===== src/rtl/wb_block_copy.sv =====
// Wishbone-style block copier: reads word_count words from src_addr and writes them to dst_addr
// one word at a time through a simple start/ack/err bus-master handshake.
module wb_block_copy #(
  parameter int unsigned dw      = 32,
  parameter int unsigned aw      = 32,
  parameter int unsigned TIMEOUT = 255
) (
  input  logic          wb_clk,
  input  logic          wb_rst,
  input  logic          go,
  input  logic [aw-1:0] src_addr,
  input  logic [aw-1:0] dst_addr,
  input  logic [15:0]   word_count,
  output logic          busy,
  output logic          done,
  output logic          error,
  output logic [15:0]   words_done,
  output logic          m_start,
  output logic [aw-1:0] m_address,
  output logic [3:0]    m_selection,
  output logic          m_write,
  output logic [dw-1:0] m_data_wr,
  input  logic [dw-1:0] m_data_rd,
  input  logic          m_ack,
  input  logic          m_err
);

  localparam int unsigned TW = (TIMEOUT < 2) ? 1 : $clog2(TIMEOUT + 1);
  localparam logic [TW-1:0] TimerMax = TW'(TIMEOUT - 1);

  typedef enum logic [2:0] {StIdle, StRdReq, StRdWait, StWrReq, StWrWait, StFinish} state_e;

  state_e        state_q;
  logic [aw-1:0] src_ptr_q;
  logic [aw-1:0] dst_ptr_q;
  logic [15:0]   count_q;
  logic [15:0]   index_q;
  logic [TW-1:0] timer_q;

  always_ff @(posedge wb_clk) begin
    if (wb_rst) begin
      state_q     <= StIdle;
      src_ptr_q   <= '0;
      dst_ptr_q   <= '0;
      count_q     <= '0;
      index_q     <= '0;
      timer_q     <= '0;
      busy        <= 1'b0;
      done        <= 1'b0;
      error       <= 1'b0;
      words_done  <= '0;
      m_start     <= 1'b0;
      m_address   <= '0;
      m_selection <= '0;
      m_write     <= 1'b0;
      m_data_wr   <= '0;
    end else begin
      m_start <= 1'b0;
      done    <= 1'b0;
      unique case (state_q)
        StIdle: begin
          if (go) begin
            src_ptr_q  <= src_addr;
            dst_ptr_q  <= dst_addr;
            count_q    <= word_count;
            index_q    <= '0;
            words_done <= '0;
            error      <= 1'b0;
            busy       <= 1'b1;
            if (word_count == 16'd0) begin
              state_q <= StFinish;
              done    <= 1'b1;
            end else begin
              state_q     <= StRdReq;
              m_start     <= 1'b1;
              m_write     <= 1'b0;
              m_address   <= src_addr;
              m_selection <= 4'hF;
            end
          end
        end
        StRdReq: begin
          state_q <= StRdWait;
          timer_q <= '0;
        end
        StRdWait: begin
          // m_err wins over a simultaneous m_ack
          if (m_err || (!m_ack && timer_q == TimerMax)) begin
            error   <= 1'b1;
            done    <= 1'b1;
            state_q <= StFinish;
          end else if (m_ack) begin
            m_data_wr <= m_data_rd;
            m_start   <= 1'b1;
            m_write   <= 1'b1;
            m_address <= dst_ptr_q;
            state_q   <= StWrReq;
          end else begin
            timer_q <= timer_q + 1'b1;
          end
        end
        StWrReq: begin
          state_q <= StWrWait;
          timer_q <= '0;
        end
        StWrWait: begin
          if (m_err || (!m_ack && timer_q == TimerMax)) begin
            error   <= 1'b1;
            done    <= 1'b1;
            state_q <= StFinish;
          end else if (m_ack) begin
            index_q    <= index_q + 16'd1;
            words_done <= words_done + 16'd1;
            src_ptr_q  <= src_ptr_q + aw'(4);
            dst_ptr_q  <= dst_ptr_q + aw'(4);
            if (index_q + 16'd1 == count_q) begin
              done    <= 1'b1;
              state_q <= StFinish;
            end else begin
              m_start   <= 1'b1;
              m_write   <= 1'b0;
              m_address <= src_ptr_q + aw'(4);
              state_q   <= StRdReq;
            end
          end else begin
            timer_q <= timer_q + 1'b1;
          end
        end
        StFinish: begin
          busy    <= 1'b0;
          state_q <= StIdle;
        end
        default: state_q <= StIdle;
      endcase
    end
  end

endmodule


===== config.mk =====
export PLATFORM = sky130hd
export DESIGN_NAME = wb_block_copy
export DESIGN_NICKNAME = d
export VERILOG_FILES = /design/src/rtl/wb_block_copy.sv
export SDC_FILE = /design/constraint.sdc
export NUM_CORES = 1
export LEC_CHECK = 0
export CORE_MARGIN = 2
export CORE_UTILIZATION = 45
export CTS_BUF_LIST = sky130_fd_sc_hd__clkbuf_4
export DETAILED_ROUTE_END_ITERATION = 10
export HOLD_SLACK_MARGIN = 0.05
export PLACE_DENSITY = 0.71
export RECOVER_POWER = 100
export SLEW_MARGIN = 10
export SYNTH_ARGS = -nofsm -noshare
export SYNTH_HDL_FRONTEND = slang
export SYNTH_SLANG_ARGS = --single-unit

===== constraint.sdc =====
create_clock -name wb_clk -period 3.2 [get_ports wb_clk]
set_input_delay 0.32 -clock wb_clk [delete_from_list [all_inputs] [get_ports wb_clk]]
set_output_delay 0.32 -clock wb_clk [all_outputs]
set_load 0.02 [all_outputs]

==> flow_summary.toml <==
[outcome]
status = "completed"

[placement]
io_buffers = 205
hpwl_microns = 21600
placedInstanceArea_sq_um = 12500
place_ws_ns = -0.0785
gp_congestion = 0.904
placedCellCount = 1723

[global_routing]
grt_overflow = 0
grt_max_degree = 62
grt_pass1_vias = 9286
grt.total_usage = 0.255
grt_pass1_wl_microns = 49200
antenna_found_initial = 2

[job]
max-cap-violations = 0

[logic_synthesis]
synth_async_sr_flop_share = 0
synth_nets = 1416
synth_edf_count = 0
yosys_most_used_dff = "dfxtp_1"
ys_warn_count = 0
synth-seq-area-share = 0.381
synth_cells = 1293
ys_ff_latch = 193
mappedNetlistArea_sq_um = 10200
ys_types = 67
syn_avg_cell_area_sq_um = 7.85

[finish]
register_area_sq_um = 3860
fill_cells = 2022
areaGrowthSynthToFinish_pct = 24.7
nNetsFinal = 1586
stdcell_area_sq_um = 12700
fin_util = 0.577
layout_commonest_cell = "nand2_1"
drive_above_1_share = 0.0576
final_cell_mix = "nand2_1 (205), dfxtp_1 (192), a21oi_1 (137), nor2_1 (129), clkdlybuf4s50_1 (115)"
multiInputGateArea_sq_um = 5790
fin_cells = 1758

[clock_network]
numCtsBuffers = 17
numClockSinks = 193
post-cts-setup-buffers = 0
htreeDepth = 4
cts_root_buf = "clkbuf_4"
clk_latency_ns = 0.58
cts_buffer_depth = 2
cts_tree = "done"
clk_pin_slew_ns = 0.16
hold_buffers = 0

[critical_path]
crit_chain = "clkbuf_1 > nor3b_1 > nor2_2 > clkbuf_2 > buf_2 > a221oi_1 > nor2_1 > mux2_1"
path_class = "reg -> reg"
start_kind = "flop"
critPathArrivalTime_ns = 3.46
path_buf_inv = 3
critPathTopFamily = "buffers and inverters"
critPathRequiredTime_ns = 3.67
cp_max_fo = 22
crit_path_top_delay_cell = "nor3b_1"
end_kind = "flop"
slowest_delay_ns = 0.50

[die]
die_height_microns = 154
rows = 54
ios = 206
die-area_sq_um = 23800
core_area_sq_um = 22000
die_w_microns = 154
start_util = 0.462

[sta]
layout_setup_ws_ns = 0.219
hold_ws_ns = 0.154
finalHoldViolations = 0
rsz0062_at_grt = "no"
min_period_ns = 2.98
drv_slew = 0
fin_crit_sh = 0.931
worstMarginPinSlew_ns = 1.30
max_clock_freq_mhz = 336
clock_skew_ns = 0.0242
setup_viol = 0
maxSlewHeadroom = 0.135

[routing]
drtAntennaViolNets = 0
route.detailed.drc = 0
routed_wl_microns = 31000
wire_per_inst_microns = 17.6
vias_per_cell = 5.70
drt-initial-drc-count = 905
drt-pass1-iter-count = 5
vias = 10018

[pwr]
leakagePower_nw = 4.64
powerDensity_nw_per_um2 = 396
vdd_ir_drop_max_v = 0.000185

[min_path]
min_path_type = "in -> reg"
[where the power goes]
part	internal (mW)	total [mW]	switching (mW)	leakage, nW
registers	2.54	2.69	0.144	1.57
clock network	0.453	1.28	0.824	0.131
logic	0.478	1.04	0.566	2.94
[synthesized netlist by cell type, drive strengths merged, types with 6 or more instances]
| library cell | count | area share |
|---|---|---|
| nor2b | 26 | 0.016 |
| nor4 | 15 | 0.0099 |
| ha | 6 | 0.0074 |
| nor3 | 40 | 0.021 |
| xor2 | 29 | 0.025 |
| buf | 16 | 0.012 |
| a22oi | 33 | 0.024 |
| a211oi | 6 | 0.0044 |
| and4 | 8 | 0.0069 |
| a222oi | 12 | 0.012 |
| mux2 | 26 | 0.035 |
| a31oi | 7 | 0.0043 |
| mux2i | 14 | 0.014 |
| nand4 | 20 | 0.013 |
| inv | 18 | 0.0067 |
| clkbuf | 78 | 0.029 |
| nand2 | 205 | 0.076 |
| a221oi | 17 | 0.015 |
| nand2b | 26 | 0.016 |
| nand3 | 44 | 0.022 |
| o21ai | 53 | 0.026 |
| and3 | 9 | 0.0055 |
| xnor2 | 51 | 0.044 |
| dfxtp | 193 | 0.38 |
| or3 | 15 | 0.0092 |
| nor2 | 130 | 0.048 |
| a21oi | 137 | 0.068 |
[final cells by class]
type                       instances  share of cell area
timing repair buffer             244               0.184
clock buffer                      18              0.0107
inverter                          18             0.00534
clock inverter                    14             0.00969
sequential                       193               0.305
tap                              280              0.0277
antenna                            2            0.000395
multi-input combinational        989               0.457
[logic make-up (layout without fill, tap and decap cells)]
| logic type | after synthesis | after routing | share of synthesized area |
|---|---|---|---|
| fa+ha+maj | 6 | 6 | 0.00739 |
| xor+xnor | 80 | 80 | 0.0690 |
| simple gates | 558 | 558 | 0.258 |
| buf+inv | 112 | 294 | 0.0481 |
| flops | 193 | 193 | 0.381 |
| other cells | 0 | 2 | 0 |
| compound gates | 304 | 305 | 0.187 |
| mux | 40 | 40 | 0.0493 |
[worst register-to-register path: stages, from the launching register on]
cell,delay (ns)
dfxtp_1,0.35
clkbuf_1,0.46
nor3b_1,0.50
nor2_2,0.10
clkbuf_2,0.39
buf_2,0.38
a221oi_1,0.35
nor2_1,0.07
mux2_1,0.28
[metrics by stage]
step | total power [mW] | setup TNS [ns]
final | 5.01 | 0
after floorplan | 3.35 | 0
after global placement | 3.82 | 0
after detailed placement | 3.83 | -0.743
after CTS | 5.11 | 0
after global routing | 5.26 | 0
[routing by layer]
layer | vias to the layer above | share of wire | GRT usage
li1 | 4895 | - | -
met1 | 4710 | 0.43 | 0.335
met2 | 356 | 0.48 | 0.420
met3 | 57 | 0.060 | 0.0476
met4 | 0 | 0.030 | 0.0952
met5 | - | 0 | 0
[flip-flops by register name, summed over array words and instances (netlist names), 3 cells and up]
register    count
count_q        16
words_done     16
dst_ptr_q      32
src_ptr_q      32
timer_q         8
index_q        16
m_data_wr      32
state_q         3
m_address      32
[path summary, 6_finish.rpt]
kind                               from  cells past startpoint  slack (ns)                    endpoint
max reg2reg     state_q[1]$_SDFFE_PP0P_                      8        0.22   m_address[2]$_SDFFE_PP0P_
min                              wb_rst                      2        0.15   dst_ptr_q[1]$_SDFFE_PP0P_
min reg2reg  m_data_wr[16]$_SDFFE_PP0P_                      2        0.46  m_data_wr[16]$_SDFFE_PP0P_
max             state_q[1]$_SDFFE_PP0P_                      8        0.22   m_address[2]$_SDFFE_PP0P_
[what timing repair did]
item                                    4_1_cts  5_1_grt
resized for setup                             1        2
endpoints found under the setup margin        9       30
gates cloned                                  0        1
Power figures use the tool's default switching activity.
==> variant, RTL diff (same flow settings) <==
The 6 states of `state_e` get a one-hot encoding in 6 bits.
--- a/src/rtl/wb_block_copy.sv
+++ b/src/rtl/wb_block_copy.sv
@@ -28,7 +28,7 @@
   localparam int unsigned TW = (TIMEOUT < 2) ? 1 : $clog2(TIMEOUT + 1);
   localparam logic [TW-1:0] TimerMax = TW'(TIMEOUT - 1);
 
-  typedef enum logic [2:0] {StIdle, StRdReq, StRdWait, StWrReq, StWrWait, StFinish} state_e;
+  typedef enum logic [5:0] {StIdle = 6'b000001, StRdReq = 6'b000010, StRdWait = 6'b000100, StWrReq = 6'b001000, StWrWait = 6'b010000, StFinish = 6'b100000} state_e;
 
   state_e        state_q;
   logic [aw-1:0] src_ptr_q;
Formal check against the unedited RTL: no difference found for any inputs over 4 cycles, from zero or initial values and one cycle with wb_rst high; so few cycles prove little.
==> variant against the original RTL <==
Setup slack improved by 150 ps. Synthesized area grew 0.79%. Sequential power rose by 3%. Sequential cell count increased by 3. Synthesized cell count rose by 1.9%. Cell area rose by 0.15%. Maximum frequency up 5.2%. Critical path depth decreased by 1. Total power is 4.3% higher. Routed wire length down 0.90%. Critical path type unchanged.
==> variant: results (changes against the original RTL) <==
Mux share of post-synthesis cell area: 0.306% (-4.6 points)
Commonest cells in the netlist: dfxtp_1, nand2_1, a21oi_1, nor2_1, clkbuf_1
Synth Area in Compound Gates: 23.7% (+5.0 points)
Critical Path AT: 3320 ps (-140 ps)
Status: completed
Hold path cells: 3 (+1)
VDD IR max: 0.237 mV (+28%)
Post-CTS Setup Inserts: 0 (unchanged)
GPL Wtd Cong: 0.921 (+1.8%)
Relative slew slack: 27.9% (+14 points)
DR WL/cell: 17.4 µm (-1.4%)
Syn_nets: 1,441 (+1.8%)
Number of cells upsized or downsized after cts: 0 (-1)
Post-Synth Adder-Cell Area: 0.734% (-0.0058 points)
Via density: 5.72 (+0.31%)
Vias in the first global route: 9,281 (-0.054%)
Clock skew: 30.7 ps (+6.46 ps)
Placed insts: 1,733 (+0.58%)
GRT Util Overall: 25.2% (-0.37 points)
Final nets: 1,591 (+0.32%)
First-pass GRT wire length: 48,600 µm (-1.2%)
DP HPWL: 21,500 µm (-0.47%)
Critical path's largest stage delay: 760 ps (+260 ps)
Top post-synthesis cells by area: dfxtp_1, a21oi_1, nand2_1, nor2_1, xnor2_1
Initial antenna violation count: 1 (-1)
Largest net degree at the start of global routing: 137 (+120%)
Clock latency on the worst-skew pair: 620 ps (+40 ps)
Slowest-stage cell, CP: clkbuf_2
Synth cell types: 72 (+7.5%)
Register area share after synthesis: 38.3% (+0.29 points)
Fill cells: 2,094 (+3.6%)
Hold-fix buffers, CTS: 1 (+1)
Syn Area/Cell: 7.76 µm² (-1.1%)
Static leakage: 0.00478 µW (+2.9%)
Dpl cell area: 12,500 µm² (-0.22%)
Vias: 10,100 (+0.83%)
Dpl ws: 636 ps (+715 ps)
Post-synthesis xor/xnor area fraction: 7.48% (+0.58 points)
-- variant: worst paths after layout --
kind	startpoint	to	slack, ps
max	state_q[2]	m_data_wr[30]	370
min	m_data_rd[23]	m_data_wr[23]	230
max reg2reg	state_q[2]	m_data_wr[30]	370
min reg2reg	m_data_wr[12]	m_data_wr[12]	460
-- variant: layout make-up --
class	instances	area share, %
sequential	196	30.9
timing repair buffer	231	17.8
inverter	14	0.414
multi-input combinational	1008	45.8
tap	285	2.81
antenna	1	0.0197
clock buffer	17	1.01
clock inverter	15	1.16
-- variant: where the power goes --
part	internal, µW	total, µW	switching (µW)
clock network	410	1360	955
logic	479	1090	611
registers	2600	2770	168
-- variant: routing by layer --
metal	track usage (%)	up-vias	part of all wire, %
met3	3.89	44	5.6
met4	7.85	0	2.4
met2	44.1	316	50
li1	-	4982	-
met5	0	-	0
met1	31.9	4759	42
